--- src/rtl/operand_feeder.sv ---
// Operand FIFO plus burst sequencer feeding one row or column of a systolic PE array.
// A burst of len words is released after an optional SKEW delay; words leave in push order, untouched.
module operand_feeder #(
   parameter int DEPTH = 8,
   parameter int SKEW  = 0,
   parameter int LW    = $clog2(DEPTH) + 1
) (
   input  logic          clk,
   input  logic          rst,
   input  logic          load_valid,
   output logic          load_ready,
   input  logic [31:0]   load_dat,
   input  logic          start,
   input  logic [LW-1:0] len,
   output logic          busy,
   output logic          done,
   output logic          out_valid,
   input  logic          out_ready,
   output logic [31:0]   out_dat
);

   localparam int AW  = $clog2(DEPTH);
   localparam int SKW = ($clog2(SKEW + 1) > LW) ? $clog2(SKEW + 1) : LW;
   localparam bit HAS_SKEW = (SKEW > 0);
   localparam logic [SKW-1:0] SKEW_LOAD = HAS_SKEW ? SKW'(SKEW - 1) : {SKW{1'b0}};
   localparam logic [LW-1:0]  DEPTH_LW  = LW'(DEPTH);
   localparam logic [LW-1:0]  ONE_LW    = LW'(1'b1);
   localparam logic [LW-1:0]  ZERO_LW   = {LW{1'b0}};

   typedef enum logic [1:0] {
      ST_IDLE = 2'd0,
      ST_SKEW = 2'd1,
      ST_SEND = 2'd2,
      ST_DONE = 2'd3
   } state_t;

   state_t          state_r;
   logic [31:0]     mem_r [DEPTH];
   logic [AW-1:0]   wr_ptr_r;
   logic [AW-1:0]   rd_ptr_r;
   logic [AW-1:0]   head_idx_s;
   logic [LW-1:0]   count_r;
   logic [LW-1:0]   count_nxt_s;
   logic [LW-1:0]   rem_r;
   logic [SKW-1:0]  skew_cnt_r;
   logic            load_ready_r;
   logic            out_valid_r;
   logic [31:0]     out_dat_r;
   logic            done_r;
   logic            busy_r;
   logic            push_s;
   logic            pop_s;
   logic            last_pop_s;
   logic            avail_s;

   // Handshake decode and next-cycle FIFO occupancy / head position.
   always_comb begin
      push_s      = load_valid && load_ready_r;
      pop_s       = out_valid_r && out_ready;
      count_nxt_s = count_r + LW'(push_s) - LW'(pop_s);
      head_idx_s  = rd_ptr_r + AW'(pop_s);
      last_pop_s  = pop_s && (rem_r == ONE_LW);
      // A word is left for the output register once the current pop is accounted for.
      avail_s     = (count_r > LW'(pop_s));
   end

   // Operand storage; holds data only, so it carries no reset.
   always_ff @(posedge clk) begin
      if (push_s) begin
         mem_r[wr_ptr_r] <= load_dat;
      end
   end

   // FIFO pointers, occupancy and the registered ready flag.
   always_ff @(posedge clk) begin
      if (rst) begin
         wr_ptr_r     <= {AW{1'b0}};
         rd_ptr_r     <= {AW{1'b0}};
         count_r      <= ZERO_LW;
         load_ready_r <= 1'b1;
      end else begin
         wr_ptr_r     <= wr_ptr_r + AW'(push_s);
         rd_ptr_r     <= head_idx_s;
         count_r      <= count_nxt_s;
         load_ready_r <= (count_nxt_s < DEPTH_LW);
      end
   end

   // Burst sequencer with registered out_valid/out_dat/done/busy.
   always_ff @(posedge clk) begin
      if (rst) begin
         state_r     <= ST_IDLE;
         skew_cnt_r  <= {SKW{1'b0}};
         rem_r       <= ZERO_LW;
         out_valid_r <= 1'b0;
         out_dat_r   <= 32'h0;
         done_r      <= 1'b0;
         busy_r      <= 1'b0;
      end else begin
         case (state_r)
            ST_IDLE: begin
               out_valid_r <= 1'b0;
               out_dat_r   <= 32'h0;
               done_r      <= 1'b0;
               if (start) begin
                  busy_r <= 1'b1;
                  rem_r  <= len;
                  if (len == ZERO_LW) begin
                     state_r <= ST_DONE;
                     done_r  <= 1'b1;
                  end else if (HAS_SKEW) begin
                     state_r    <= ST_SKEW;
                     skew_cnt_r <= SKEW_LOAD;
                  end else begin
                     state_r <= ST_SEND;
                  end
               end else begin
                  busy_r <= 1'b0;
               end
            end
            ST_SKEW: begin
               out_valid_r <= 1'b0;
               out_dat_r   <= 32'h0;
               if (skew_cnt_r == {SKW{1'b0}}) begin
                  state_r <= ST_SEND;
               end else begin
                  skew_cnt_r <= skew_cnt_r - SKW'(1'b1);
               end
            end
            ST_SEND: begin
               rem_r <= rem_r - LW'(pop_s);
               if (last_pop_s) begin
                  state_r     <= ST_DONE;
                  out_valid_r <= 1'b0;
                  out_dat_r   <= 32'h0;
                  done_r      <= 1'b1;
               end else if (avail_s) begin
                  // While stalled head_idx_s stays put, so out_dat holds its value.
                  out_valid_r <= 1'b1;
                  out_dat_r   <= mem_r[head_idx_s];
               end else begin
                  out_valid_r <= 1'b0;
                  out_dat_r   <= 32'h0;
               end
            end
            ST_DONE: begin
               state_r     <= ST_IDLE;
               out_valid_r <= 1'b0;
               out_dat_r   <= 32'h0;
               done_r      <= 1'b0;
               busy_r      <= 1'b0;
            end
            default: begin
               state_r     <= ST_IDLE;
               out_valid_r <= 1'b0;
               out_dat_r   <= 32'h0;
               done_r      <= 1'b0;
               busy_r      <= 1'b0;
            end
         endcase
      end
   end

   assign load_ready = load_ready_r;
   assign out_valid  = out_valid_r;
   assign out_dat    = out_dat_r;
   assign done       = done_r;
   assign busy       = busy_r;

endmodule

--- config.mk ---
export PLATFORM = sky130hd
export DESIGN_NAME = operand_feeder
export DESIGN_NICKNAME = d
export VERILOG_FILES = /design/src/rtl/operand_feeder.sv
export SDC_FILE = /design/constraint.sdc
export NUM_CORES = 1
export LEC_CHECK = 0
export CAP_MARGIN = 20
export CORE_MARGIN = 2
export CORE_UTILIZATION = 53
export DETAILED_ROUTE_END_ITERATION = 6
export GPL_ROUTABILITY_DRIVEN = 0
export GPL_TIMING_DRIVEN = 1
export PLACE_DENSITY = 0.82
export SYNTH_ARGS = -nofsm -noshare
export SYNTH_HDL_FRONTEND = slang
export SYNTH_SLANG_ARGS = --single-unit
--- constraint.sdc ---
create_clock -name clk -period 3.7 [get_ports clk]
set_clock_uncertainty 0.1 [all_clocks]
set_input_delay 0.74 -clock clk [delete_from_list [all_inputs] [get_ports clk]]
set_output_delay 0.74 -clock clk [all_outputs]
set_load 0.1 [all_outputs]
# After elaboration in Yosys (flattened, before gate mapping)
# Memories as Yosys holds them, arrays and structs flattened.
# Index checks and enable logic that the tools add are counted.
# W data, S select, Z words.
# word_totals
mem_count	1
ramBits	256
out_inout_bits	36
latchBits	0
reg_bits	56
word_cells	63
romBits	0
# classes
mul	0
bitwise	1
n_reduce_logical	14
shifts	0
n_lt_le_gt_ge	2
n_addsub	6
muxes	21
eq_ne	7
div	0
# mem_list
memory	depth	width	read_ports	rd_ports_with_merged_regs	write_ports	line_no	source
mem_r	8	32	1	0	1	38	logic [31:0] mem_r [DEPTH];
# op_table
op	count
$mux W32	2
$pmux W32 S2	1
$mux W1	9
$logic_not A4 Y1	2
$pmux W2 S4	1
$pmux W4 S2	1
$sub A4 B1 Y4	2
$add A3 B1 Y3	2
$mux W2	3
$ne A2 B2 Y1 const B	3
$reduce_and A2 Y1	3
$add A4 B1 Y4	1
$eq A2 B2 Y1 const B	2
$eq A4 B1 Y1 const B	1
$gt A4 B1 Y1	1
$lt A4 B4 Y1 const B	1
$mux W4	1
$pmux W1 S2	2
$reduce_bool A2 Y1	2
$sub A4 B1 Y4 const B	1
$logic_and A1 B1 Y1	3
$pmux W1 S3	1
$reduce_and A3 Y1	1
$reduce_bool A3 Y1	1
4 further kinds	4

# Longest topological paths before layout
# An unclocked memory read counts as a cell.
# depth
word_depth	6
ltp_mapped	9
depth_no_buf	9

# Worst setup path after synthesis
# OpenSTA, ideal clock, no wires.
# synth_timing
path_type	register -> register
start	register load_ready_r, in the netlist load_ready
end	memory mem_r[0][0] (enable)
path_buffers	0
synth_period_minus_slack_ps	4224
slack_ps	-524
arrival_ps	3663
setup_time_ps	461
stages_incl_launch_ff	4
path_cell_list	dfxtp_1 nand2_1 or2_2 nor3_1
# synth_via
elab_chain_cells	3
# synth_rtl
item	line_no	source
start, declared	46	logic load_ready_r;
start signal, assigned	85	load_ready_r <= (count_nxt_s < DEPTH_LW);
$logic_and A1 B1 Y1	58	push_s = load_valid && load_ready_r;
$mux W1	69	if (push_s) begin
$mux W1 (not written as such)	70	mem_r[wr_ptr_r] <= load_dat;
end, declared	38	
# Every way passes these cells.

# Worst setup path in the final report
# layout_timing
start	register out_valid_r, in the netlist out_valid
end	output port out_valid
# layout_rtl
item	line_no	source
start, declared	47	logic out_valid_r;
start signal, assigned	95	out_valid_r <= 1'b0;
start signal, assigned	102	out_valid_r <= 1'b0;
start signal, assigned	122	out_valid_r <= 1'b0;
end, declared	17	output logic out_valid,
# No word-level cell between the ends.

==> impl.org <==
** Synth
- Post-synth ARST share :: 0%
- After synthesis the cells add up to 11,600 um^2.
- Unique cell type count in the Yosys netlist :: 41
- In this run, synthesis produced a sequential element count of 312.
- Largest area contributor in the netlist :: sky130_fd_sc_hd__edfxtp_1
- Warning count from the yosys run :: 0
- Fraction of the mapped netlist area in compound gates :: 2.82%
- Number of flops mapped to enable cells by yosys :: 256
- Sequential share of the synthesized area :: 75.7%
- Largest family of logic cells by synthesized area :: multiplexers
- In the synthesized netlist, the number of instances is 625.
- Post-Syn Area per Cell :: 18.6 um^2
- Mux share of post-synthesis cell area :: 12.6%
- Synth area leaders :: sky130_fd_sc_hd__edfxtp_1 (66%), sky130_fd_sc_hd__mux4_2 (12%), sky130_fd_sc_hd__dfxtp_1 (9.6%), sky130_fd_sc_hd__nand2_1 (2.3%), sky130_fd_sc_hd__ha_1 (1.7%)
- The synthesized netlist devotes 1.89% of its cell area to adder and majority cells.
- The synthesized design devotes to its leading area cell type 66.1% of total area.
- Post-synthesis share of cell area spent on and, or, nand and nor gates :: 4.67%
- Most instantiated flip-flop cell in the synthesis netlist :: sky130_fd_sc_hd__edfxtp_1
- Area share of xor/xnor cells in the synthesized design :: 0.602%
- Mapped Nets :: 683

** Clocking
- Num Clock Sinks :: 312
- Buffers inserted to repair hold after CTS numbered 0.
- Setup bufs post-CTS :: 0
- Clock tree synthesis selected as its root buffer the cell sky130_fd_sc_hd__clkbuf_16.
- TritonCTS created 31 clock buffers.
- Buffer levels on the longest clock path :: 3
- # H-tree levels :: 1
- TritonCTS built the clock tree.
- Number of gates resized after CTS :: 0
- The clock reaches the later pin of the worst-skew pair after 540 ps.
- After clock tree synthesis, the clock-pin slew on the worst setup and hold paths is 60 ps.

** Route
- The first detailed-routing pass took 5 iterations.
- Antenna viol nets, final :: 0
- For this block, the via count after detailed routing is 5,949.
- Post-route DRC violation count :: 0
- The detailed router finished its first iteration with 470 violations.
- Detailed-route wire length :: 23,200 um
- In the routed layout, each cell is associated on average with a via count of 5.74.
- Wire per inst :: 22.3 um

** Timing
- Total count of max-transition violations in the final report :: 0
- Final period utilization :: 79.1%
- Setup repair after global routing left no endpoint under its margin.
- Subtracting the final worst setup slack from the clock period gives 2930 ps.
- Headroom to the max-slew limit came out at 34.1%.
- Final setup violation count :: 0
- PnR worst setup slack :: 773 ps
- Final total negative setup slack :: 0 ps
- Final hold vios :: 0
- Achievable Freq :: 0.342 GHz
- Transition at the pin with the smallest max-transition slack :: 985 ps

** Global routing
- Number of global-route vias before repair :: 6,423
- Remaining global-route overflow :: 0
- In the global route stage, met3 resource usage came out at 3.53%.
- Global-route total usage across every layer :: 20.4%
- GRT met1 Usage :: 26.7%
- Entering global routing, the biggest net connects 40 pins.
- The initial antenna violation count is 0.
- For this run, global-route usage on met2 was measured as 35.3%.
- The first global-routing pass estimated 36,500 um of wire.
- met2 is the most crowded layer.

** Die
- Die Span X :: 152 um
- Boundary pin count :: 77
- Die footprint :: 23,100 um^2
- # rows :: 54
- Initial core utilization :: 53.6%
- In this run the standard cell core region covers 21,700 um^2.
- The die is 152 um tall.

** Critical path
- In this design, the stage delay of the slowest critical-path cell is 1150 ps.
- The signal on the critical path passes through clkdlybuf4s50_1.
- Kind of start point of the critical path :: flip-flop
- Crit path capture type :: output pin
- On the critical path, the stage with the largest delay is an instance of sky130_fd_sc_hd__clkdlybuf4s50_1.
- Of all nets on the critical path, the largest fanout is 3.
- WP data arrival :: 2090 ps
- Grouping stages by cell kind, the critical path spends the most delay in buffers and inverters.
- For the worst setup path, the data required time is 2860 ps.
- Counting both buffers and inverters, the worst setup path holds a total of 1.
- The critical path is of the reg2out type.

** Final layout
- Diodes inserted :: 0
- Final Util :: 64.7%
- Layout Area Growth over Synthesis :: 20.6%
- Layout cell share with drive strength beyond 1 :: 20.7%
- At the end of the flow, the number of nets in the layout was 791.

** Placed design
- Count of port buffers added during placement :: 76
- Total half-perimeter wirelength after legalization and detailed placement :: 13,400 um
- Placement Setup Slack :: 491 ps

** Worst hold path
- Hold/Removal Path Class :: reg2reg

** Run status
- Result of the run :: finished, final reports clean

** Pwr
- The worst-case IR drop observed on VDD is 0.433 mV.
- Power spread over the standard cell area amounts to 654 nW/um^2.
- Leakage power of the design :: 4.63 nW

** Run
- Across the run, the number of max-cap violations was 0.
## final timing paths
| kind | from | endpoint | slack [ps] | depth (start not counted) |
|---|---|---|---|---|
| worst max-delay path | out_valid | out_valid | 770 | 1 |
| worst min-delay path | busy | busy | 410 | 2 |
| worst max register to register | state_r[1] | out_dat[18] | 1260 | 6 |
| worst min register to register | busy | busy | 410 | 2 |
## area by class of cell
cell class | count | area, um^2
Multi-Input combinational cell | 271 | 2760
Fill cell | 1416 | 7660
Sequential cell | 312 | 8810
Tap cell | 280 | 350
Timing Repair Buffer | 102 | 1020
Inverter | 15 | 56.3
Clock buffer | 35 | 801
Clock inverter | 22 | 238
## metal layers
metal	wire length [um]	up-vias
met4	606	0
met5	0	-
met1	9230	3028
li1	-	2646
met3	1490	55
met2	11800	220
## placed cells by master (no fill, tap or decap), types with 3 or more instances in the layout
cell type,count
sky130_fd_sc_hd__edfxtp_1,256
sky130_fd_sc_hd__a211oi_1,4
sky130_fd_sc_hd__inv_1,14
sky130_fd_sc_hd__xor2_1,3
sky130_fd_sc_hd__nor2b_1,8
sky130_fd_sc_hd__dfxtp_1,56
sky130_fd_sc_hd__o21ai_0,3
sky130_fd_sc_hd__nor2_4,6
sky130_fd_sc_hd__a21o_1,3
sky130_fd_sc_hd__buf_12,5
sky130_fd_sc_hd__xnor2_1,3
sky130_fd_sc_hd__mux2i_1,3
sky130_fd_sc_hd__a21oi_1,37
sky130_fd_sc_hd__clkbuf_1,3
sky130_fd_sc_hd__clkbuf_16,31
sky130_fd_sc_hd__nand2b_1,5
sky130_fd_sc_hd__bufinv_16,5
sky130_fd_sc_hd__clkdlybuf4s50_1,76
sky130_fd_sc_hd__clkinv_2,9
sky130_fd_sc_hd__clkinv_1,5
sky130_fd_sc_hd__ha_1,14
sky130_fd_sc_hd__nor2_1,15
sky130_fd_sc_hd__buf_4,21
sky130_fd_sc_hd__mux4_2,64
sky130_fd_sc_hd__nand2_1,72
## registers in the layout, indices dropped and copies added (netlist names)
| name | flops |
|---|---|
| rem_r | 4 |
| state_r | 2 |
| rd_ptr_r | 3 |
| mem_r | 256 |
| wr_ptr_r | 3 |
| skew_cnt_r | 4 |
| load_ready | 1 |
| done | 1 |
| out_dat | 32 |
| out_valid | 1 |
| busy | 1 |
| count_r | 4 |
## synth_stat cells (all sizes together), types with 2 or more instances
cell type and count:
buf 13, o31a 2, o21ai 3, inv 15, mux2i 3, dfxtp 56
nor4 2, a211oi 4, or2 2, nand2b 5, nor2b 8, ha 16
nor2 21, a21oi 37, edfxtp 256, nand2 72, xor2 4, nor3 4
clkbuf 14, nand3 3, mux4 64, a21o 3, xnor2 4
## through the flow
step	power, mW	area (um^2)	instances	hold WS (ps)
6_report	9.18	14000	1037	407
5_1_grt	9.51	14000	1037	442
4_1_cts	9.26	14000	1037	416
3_5_place_dp	6.11	13000	980	401
3_3_place_gp	6.03	13000	980	369
2_1_floorplan	5.59	11600	625	356
## kinds of logic (layout without fill, tap and decap cells)
group / Yosys count / count (layout)
AO/OA/AOI/OAI: 56 / 56
flip-flops: 312 / 312
adder cells (fa/ha/maj): 17 / 17
AND/OR/NAND/NOR: 123 / 123
XOR/XNOR: 8 / 8
buffers and inverters: 42 / 174
multiplexers: 67 / 67
## report_power, final
group	switching, mW	internal [mW]
Clock	1.25	1.90
Sequential	0.0953	4.06
Combinational	1.18	0.689
(Power assumes the default switching activity.)
